### config.mk
export PLATFORM = sky130hd
export DESIGN_NAME = gen_rate_ctrl
export DESIGN_NICKNAME = d
export VERILOG_FILES = /design/src/rtl/gen_ctrl_pkg.sv /design/src/rtl/valid_mask_dec.sv /design/src/rtl/gen_rate_ctrl.sv
export SDC_FILE = /design/constraint.sdc
export NUM_CORES = 1
export LEC_CHECK = 0
export ABC_AREA = 1
export BUFFER_PORTS_ARGS = -buffer_cell sky130_fd_sc_hd__buf_2
export CELL_PAD_IN_SITES_DETAIL_PLACEMENT = 1
export CELL_PAD_IN_SITES_GLOBAL_PLACEMENT = 2
export CORE_MARGIN = 10
export CORE_UTILIZATION = 32
export CTS_CLUSTER_DIAMETER = 150
export DETAILED_ROUTE_END_ITERATION = 6
export PLACE_DENSITY_LB_ADDON = 0.05
export SYNTH_ARGS = -nofsm -noshare
export SYNTH_HDL_FRONTEND = slang
export SYNTH_SLANG_ARGS = --single-unit
### constraint.sdc
create_clock -name clk -period 1.7 [get_ports clk]
set_clock_uncertainty 0.05 [all_clocks]
set_input_delay 0.085 -clock clk [delete_from_list [all_inputs] [get_ports clk]]
set_output_delay 0.085 -clock clk [all_outputs]
set_load 0.005 [all_outputs]
### src/rtl/gen_ctrl_pkg.sv
// Shared definitions for the PCIe generation/rate controller: generation
// encodings, FSM state encodings and the per-lane PIPE width lookup.
package gen_ctrl_pkg;

   // Generation encodings as presented on the gen input
   localparam logic [2:0] GEN1 = 3'b000;
   localparam logic [2:0] GEN2 = 3'b001;
   localparam logic [2:0] GEN3 = 3'b010;
   localparam logic [2:0] GEN4 = 3'b011;
   localparam logic [2:0] GEN5 = 3'b100;

   // Controller state encodings
   localparam logic [1:0] ST_HOLD  = 2'd0;
   localparam logic [1:0] ST_LOAD  = 2'd1;
   localparam logic [1:0] ST_RUN   = 2'd2;
   localparam logic [1:0] ST_DRAIN = 2'd3;

   // True for the five defined generation codes
   function automatic logic gen_legal(input logic [2:0] g);
      return (g <= GEN5);
   endfunction

   // PIPE bits per lane for a generation; anything unknown falls back to Gen1.
   // Widths default to the standard PIPE values but callers pass their own.
   function automatic int pipewidth(input logic [2:0] g,
                                    input int w1 = 8,
                                    input int w2 = 16,
                                    input int w3 = 32,
                                    input int w4 = 8,
                                    input int w5 = 8);
      case (g)
         GEN2:    return w2;
         GEN3:    return w3;
         GEN4:    return w4;
         GEN5:    return w5;
         default: return w1;
      endcase
   endfunction

endpackage

### src/rtl/valid_mask_dec.sv
// Thermometer decoder: a byte count becomes a mask with the low 'count' bits
// set. Counts at or above MAX_BYTES saturate to an all-ones mask.
module valid_mask_dec #(
   parameter int MAX_BYTES = 64,
   parameter int CNT_W     = 32
) (
   input  logic [CNT_W-1:0]     count,
   output logic [MAX_BYTES-1:0] mask
);

   // Each bit lights when its byte index lies below the count
   always_comb begin
      // NOTE: every always_comb output gets a default first so no path can
      // leave it unassigned and infer a latch.
      mask = '0;
      for (int i = 0; i < MAX_BYTES; i++) begin
         mask[i] = (CNT_W'(i) < count);
      end
   end

endmodule

### src/rtl/gen_rate_ctrl.sv
// Generation/lane-width controller for the packet identifier datapath.
// Decodes negotiated generation and lane count into a byte-valid mask and
// sequences rate/width changes as drain -> reload -> resume.
module gen_rate_ctrl
   import gen_ctrl_pkg::*;
#(
   parameter int LANES          = 16,
   parameter int GEN1_PIPEWIDTH = 8,
   parameter int GEN2_PIPEWIDTH = 16,
   parameter int GEN3_PIPEWIDTH = 32,
   parameter int GEN4_PIPEWIDTH = 8,
   parameter int GEN5_PIPEWIDTH = 8,
   parameter int MAX_BYTES      = 64,
   parameter int DRAIN_CYCLES   = 4
) (
   input  logic                         clk,
   input  logic                         rst,
   input  logic [2:0]                   gen,
   input  logic [$clog2(LANES+1)-1:0]   active_lanes,
   input  logic                         hld_pd_gen,
   output logic [MAX_BYTES-1:0]         valid,
   output logic                         w,
   output logic                         sel,
   output logic                         rate_busy,
   output logic [2:0]                   cur_gen,
   output logic                         err
);

   localparam int LW = $clog2(LANES + 1);
   localparam int CW = $clog2(DRAIN_CYCLES + 1);
   localparam logic [LW-1:0] LANES_V     = LW'(LANES);
   localparam logic [CW-1:0] DRAIN_START = CW'(DRAIN_CYCLES - 1);

   logic [1:0]           state, state_nxt;
   logic [CW-1:0]        cnt, cnt_nxt;
   logic [2:0]           gen_q;
   logic [LW-1:0]        lanes_q;
   logic                 gen_ok;
   logic [2:0]           gen_dec;
   logic [LW-1:0]        lanes_eff;
   logic [31:0]          pw_bits;
   logic [31:0]          byte_cnt;
   logic [MAX_BYTES-1:0] mask_nxt;
   logic                 change;

   // Decode the live inputs into what a LOAD would capture
   always_comb begin
      gen_ok    = gen_legal(gen);
      gen_dec   = gen_ok ? gen : GEN1;
      lanes_eff = active_lanes;
      if (active_lanes == '0 || active_lanes > LANES_V) begin
         lanes_eff = LANES_V;
      end
      pw_bits  = 32'(pipewidth(gen_dec, GEN1_PIPEWIDTH, GEN2_PIPEWIDTH,
                                GEN3_PIPEWIDTH, GEN4_PIPEWIDTH, GEN5_PIPEWIDTH));
      byte_cnt = (32'(lanes_eff) * pw_bits) >> 3;
      // Compare raw inputs against the raw latched copies so an illegal gen
      // that was decoded as Gen1 does not look like a perpetual change.
      change   = (gen != gen_q) || (active_lanes != lanes_q);
   end

   valid_mask_dec #(
      .MAX_BYTES (MAX_BYTES),
      .CNT_W     (32)
   ) u_valid_mask_dec (
      .count (byte_cnt),
      .mask  (mask_nxt)
   );

   // Next-state and drain counter; hold beats a change request
   always_comb begin
      state_nxt = state;
      cnt_nxt   = cnt;
      case (state)
         ST_HOLD: begin
            if (!hld_pd_gen) state_nxt = ST_LOAD;
         end
         ST_LOAD: begin
            state_nxt = ST_RUN;
         end
         ST_RUN: begin
            if (hld_pd_gen) begin
               state_nxt = ST_HOLD;
            end else if (change) begin
               state_nxt = ST_DRAIN;
               cnt_nxt   = DRAIN_START;
            end
         end
         ST_DRAIN: begin
            if (hld_pd_gen) begin
               state_nxt = ST_HOLD;
               cnt_nxt   = '0;
            end else if (cnt == '0) begin
               state_nxt = ST_LOAD;
            end else begin
               cnt_nxt = cnt - CW'(1);
            end
         end
         default: begin
            state_nxt = ST_HOLD;
            cnt_nxt   = '0;
         end
      endcase
   end

   // State and counter registers
   always_ff @(posedge clk or negedge rst) begin
      // NOTE: sequential state uses non-blocking assignments so every
      // register samples pre-edge values regardless of block ordering.
      if (!rst) begin
         state <= ST_HOLD;
         cnt   <= '0;
      end else begin
         state <= state_nxt;
         cnt   <= cnt_nxt;
      end
   end

   // Configuration registers; they move only while in LOAD
   always_ff @(posedge clk or negedge rst) begin
      if (!rst) begin
         gen_q   <= '0;
         lanes_q <= '0;
         valid   <= '0;
         sel     <= 1'b0;
         cur_gen <= '0;
         err     <= 1'b0;
      end else if (state == ST_LOAD) begin
         gen_q   <= gen;
         lanes_q <= active_lanes;
         valid   <= mask_nxt;
         sel     <= (gen_dec >= GEN3);
         cur_gen <= gen_dec;
         err     <= !gen_ok;
      end
   end

   // Strobes decoded straight from the state register
   assign w         = (state == ST_RUN);
   assign rate_busy = (state == ST_DRAIN) || (state == ST_LOAD);

endmodule

==> qor.yml <==
outcome: "finished with violations"
violations: "negative setup slack"
grt_max_degree: 63
period_minus_slack_ns: 3.071
yosysTopAreaCellShare_pct: 44.59
ioPinCount: 82
synth_flop_cell: "dfrtp_1"
worstSkewPairLatency_ns: 0.35
drc: 0
path_buf_inv: 5
grt_usage_pct: 16.31
place_congestion: 0.8204
r2r_start: "state[0]$_DFFE_PN0P_"
crit_family: "adder cells"
syn_inst: 605
wl_per_cell_um: 17.37
core_um2: 13990
p_leak_nw: 3.606
hp-class: "in2reg"
crit-reg2reg-capture: "cnt[0]$_DFFE_PN0P_"
synth_area_leaders: "dfrtp_1 (45%), nand2_1 (19%), ha_1 (6.0%)"
synth_edf_count: 0
placed_area_um2: 5752
cp_slowest_stage_delay_ns: 0.60
cp.required_ns: 1.88
yosysUniqueCellTypes: 32
holdCritStartpoint: "hld_pd_gen"
total_power_mw: 8.073
ys_async_sr_fraction_pct: 100.0
grt_setup_unrepaired: "true"
vias: 4535
final_common_cell: "nand2_1"
ant_nets: 0
overflow: 0
drtIter0Drc: 171
die_area_um2: 19580
worstMarginPinSlew_ns: 0.5510
path_depth: 19
syn_to_final_growth_pct: 47.93
cts_root_buffer: "clkbuf_16"
synth_xor_area_share_pct: 0.7613
arrival_ns: 3.25
numCtsBuffers: 9
max_clock_freq_mhz: 325.6
crit_start: "active_lanes[0]"
dp_hpwl_mm: 11.18
diodes: 0
maxCapViolCount: 0
pre_cts_ws_ns: -1.748
firstDrtPassIters: 4
postLayoutCellArea_um2: 6808
drive_above_1_share_pct: 38.26
setup_viol: 64
seq_area_frac_synth_pct: 44.59
hold_slack_ns: 0.01947
slew_viol_final: 0
worstPathCellList: "buf_8 -> inv_4 -> nand4_1 -> ha_1 -> inv_2 -> nand2_4 -> nor2_4 -> fa_2 -> ha_4 -> ha_4 -> ha_4 -> a21oi_4 -> nand2_4 -> buf_4 -> o21ai_4 -> nand3_4 -> buf_12 -> nand2_8 -> nand3_2"
layout_setup_ws_ns: -1.371
finalHoldViolations: 0
viasPerCell: 4.835
crit_fanout: 5
start_kind: "input port"
cp-endpoint: "valid[2]$_DFFE_PN0P_"
wirelength_mm: 16.30
clk_pin_slew_ns: 0.06
cpMaxStageDelayCell: "fa_2"
r2r.worst_path.cells: 8
relSlewSlack_pct: 63.27
cp-end-kind: "register"
synth_top_family_by_area: "simple AND/OR/NAND/NOR gates"
clockBufferDepth: 2
layout_common_cells: "nand2_1 (212), dfrtp_1 (82), buf_2 (76)"
muxShareOfSynthArea_pct: 0
fin_crit_sh_pct: 180.7
syn-num-nets: 641
rows: 43
yosys.area.top_type: "dfrtp_1"
cts.htree.levels: 3
synth_compound_area_share_pct: 8.021
synth-simple-area-share_pct: 31.16
die_height_um: 139.9
reg2reg_slack_ns: 0.18
die_x_um: 139.9
avgSynthCellArea_um2: 7.606
synth_area_um2: 4602
synth_fa_ha_area_share_pct: 7.287
vdd_drop_max_mv: 0.5617
crit_type: "in2reg"
numPortBuffers: 81
grt_pass1_wl_mm: 26.13
antenna_found_initial: 0
yosysWarnings: 0
fin_nets: 794
initial_core_util_pct: 32.90
clock-sinks: 82
powerDensity_nw_per_um2: 1186
ys_seq_elements: 82
cts_tree: "done"
crit_top_cell: "ha_4"
grt_pass1_vias: 4900
[metal layers]
layer | up-vias | track usage, % | share of wire, %
met1 | 2240 | 20.51 | 45
met2 | 65 | 27.25 | 50
met5 | - | 0 | 0
met3 | 16 | 3.110 | 3.0
li1 | 2214 | - | -
met4 | 0 | 5.652 | 1.6
[how the worst min path moves through the flow]
stage	cells after the start	end
finish	4	state[0]$_DFFE_PN0P_
detailed placement	1	err$_DFFE_PN0P_
floorplan	0	cnt[0]$_DFFE_PN0P_
global route	4	lanes_q[1]$_DFFE_PN0P_
CTS	4	state[0]$_DFFE_PN0P_
global placement	1	err$_DFFE_PN0P_
[cells by family after synthesis]
kind of cell / count (synthesis)
compound gates: 71
buf+inv: 84
xor+xnor: 4
fa+ha+maj: 25
flops: 82
simple gates: 339
[registers in the layout (all words and copies together), names as in the netlist]
name	count
state	2
err	1
cnt	3
gen_q	3
lanes_q	5
sel	1
valid	64
cur_gen	3
[power by group]
part / switching, mW / internal, mW
registers: 0.442 / 2.68
clock network: 0.764 / 1.14
logic: 1.72 / 1.32
[metrics by stage]
stage | setup TNS (ns) | std cells | util [%]
4_1_cts | -76.34 | 931 | 46.91
3_5_place_dp | -106.35 | 896 | 41.12
2_1_floorplan | -77.34 | 605 | -
5_1_grt | -91.45 | 938 | 48.67
6_report | -83.83 | 938 | 48.67
3_3_place_gp | -103.59 | 896 | 41.12
[area by class of cell]
| class | instances | area [µm²] |
|---|---|---|
| timing repair buffer | 167 | 1345 |
| multi-input combinational | 443 | 2695 |
| clock inverter | 1 | 30.03 |
| clock buffer | 10 | 239.0 |
| inverter | 55 | 221.5 |
| tap | 180 | 225.2 |
| sequential | 82 | 2052 |
| fill | 1714 | 7181 |
[worst min-delay path, delay by kind of cell]
kind	cells	cell delay, ns
AND/OR/NAND/NOR	1	0.07
AO/OA/AOI/OAI	1	0.04
buffers and inverters	2	0.19
[synthesized netlist by cell type, types with 3 or more instances]
master,n
a21oi_1,3
buf_2,12
buf_6,5
clkbuf_1,9
dfrtp_1,82
fa_1,3
ha_1,22
inv_1,51
inv_2,4
nand2_1,233
nand2_2,3
nand3_1,23
nand4_1,12
nor2_1,53
nor2_4,3
o21ai_0,49
o21ai_1,14
xnor2_1,3
[what timing repair did]
action / in CTS / in global routing
resized for setup: 62 / 47
cloned: 8 / 2
setup endpoints to repair: 64 / 64
hold buffers: 2 / 0
endpoints found under the hold margin: 35 / 0
setup buffers: 14 / 5
pin swaps: 10 / 28
(Power assumes the default switching activity.)
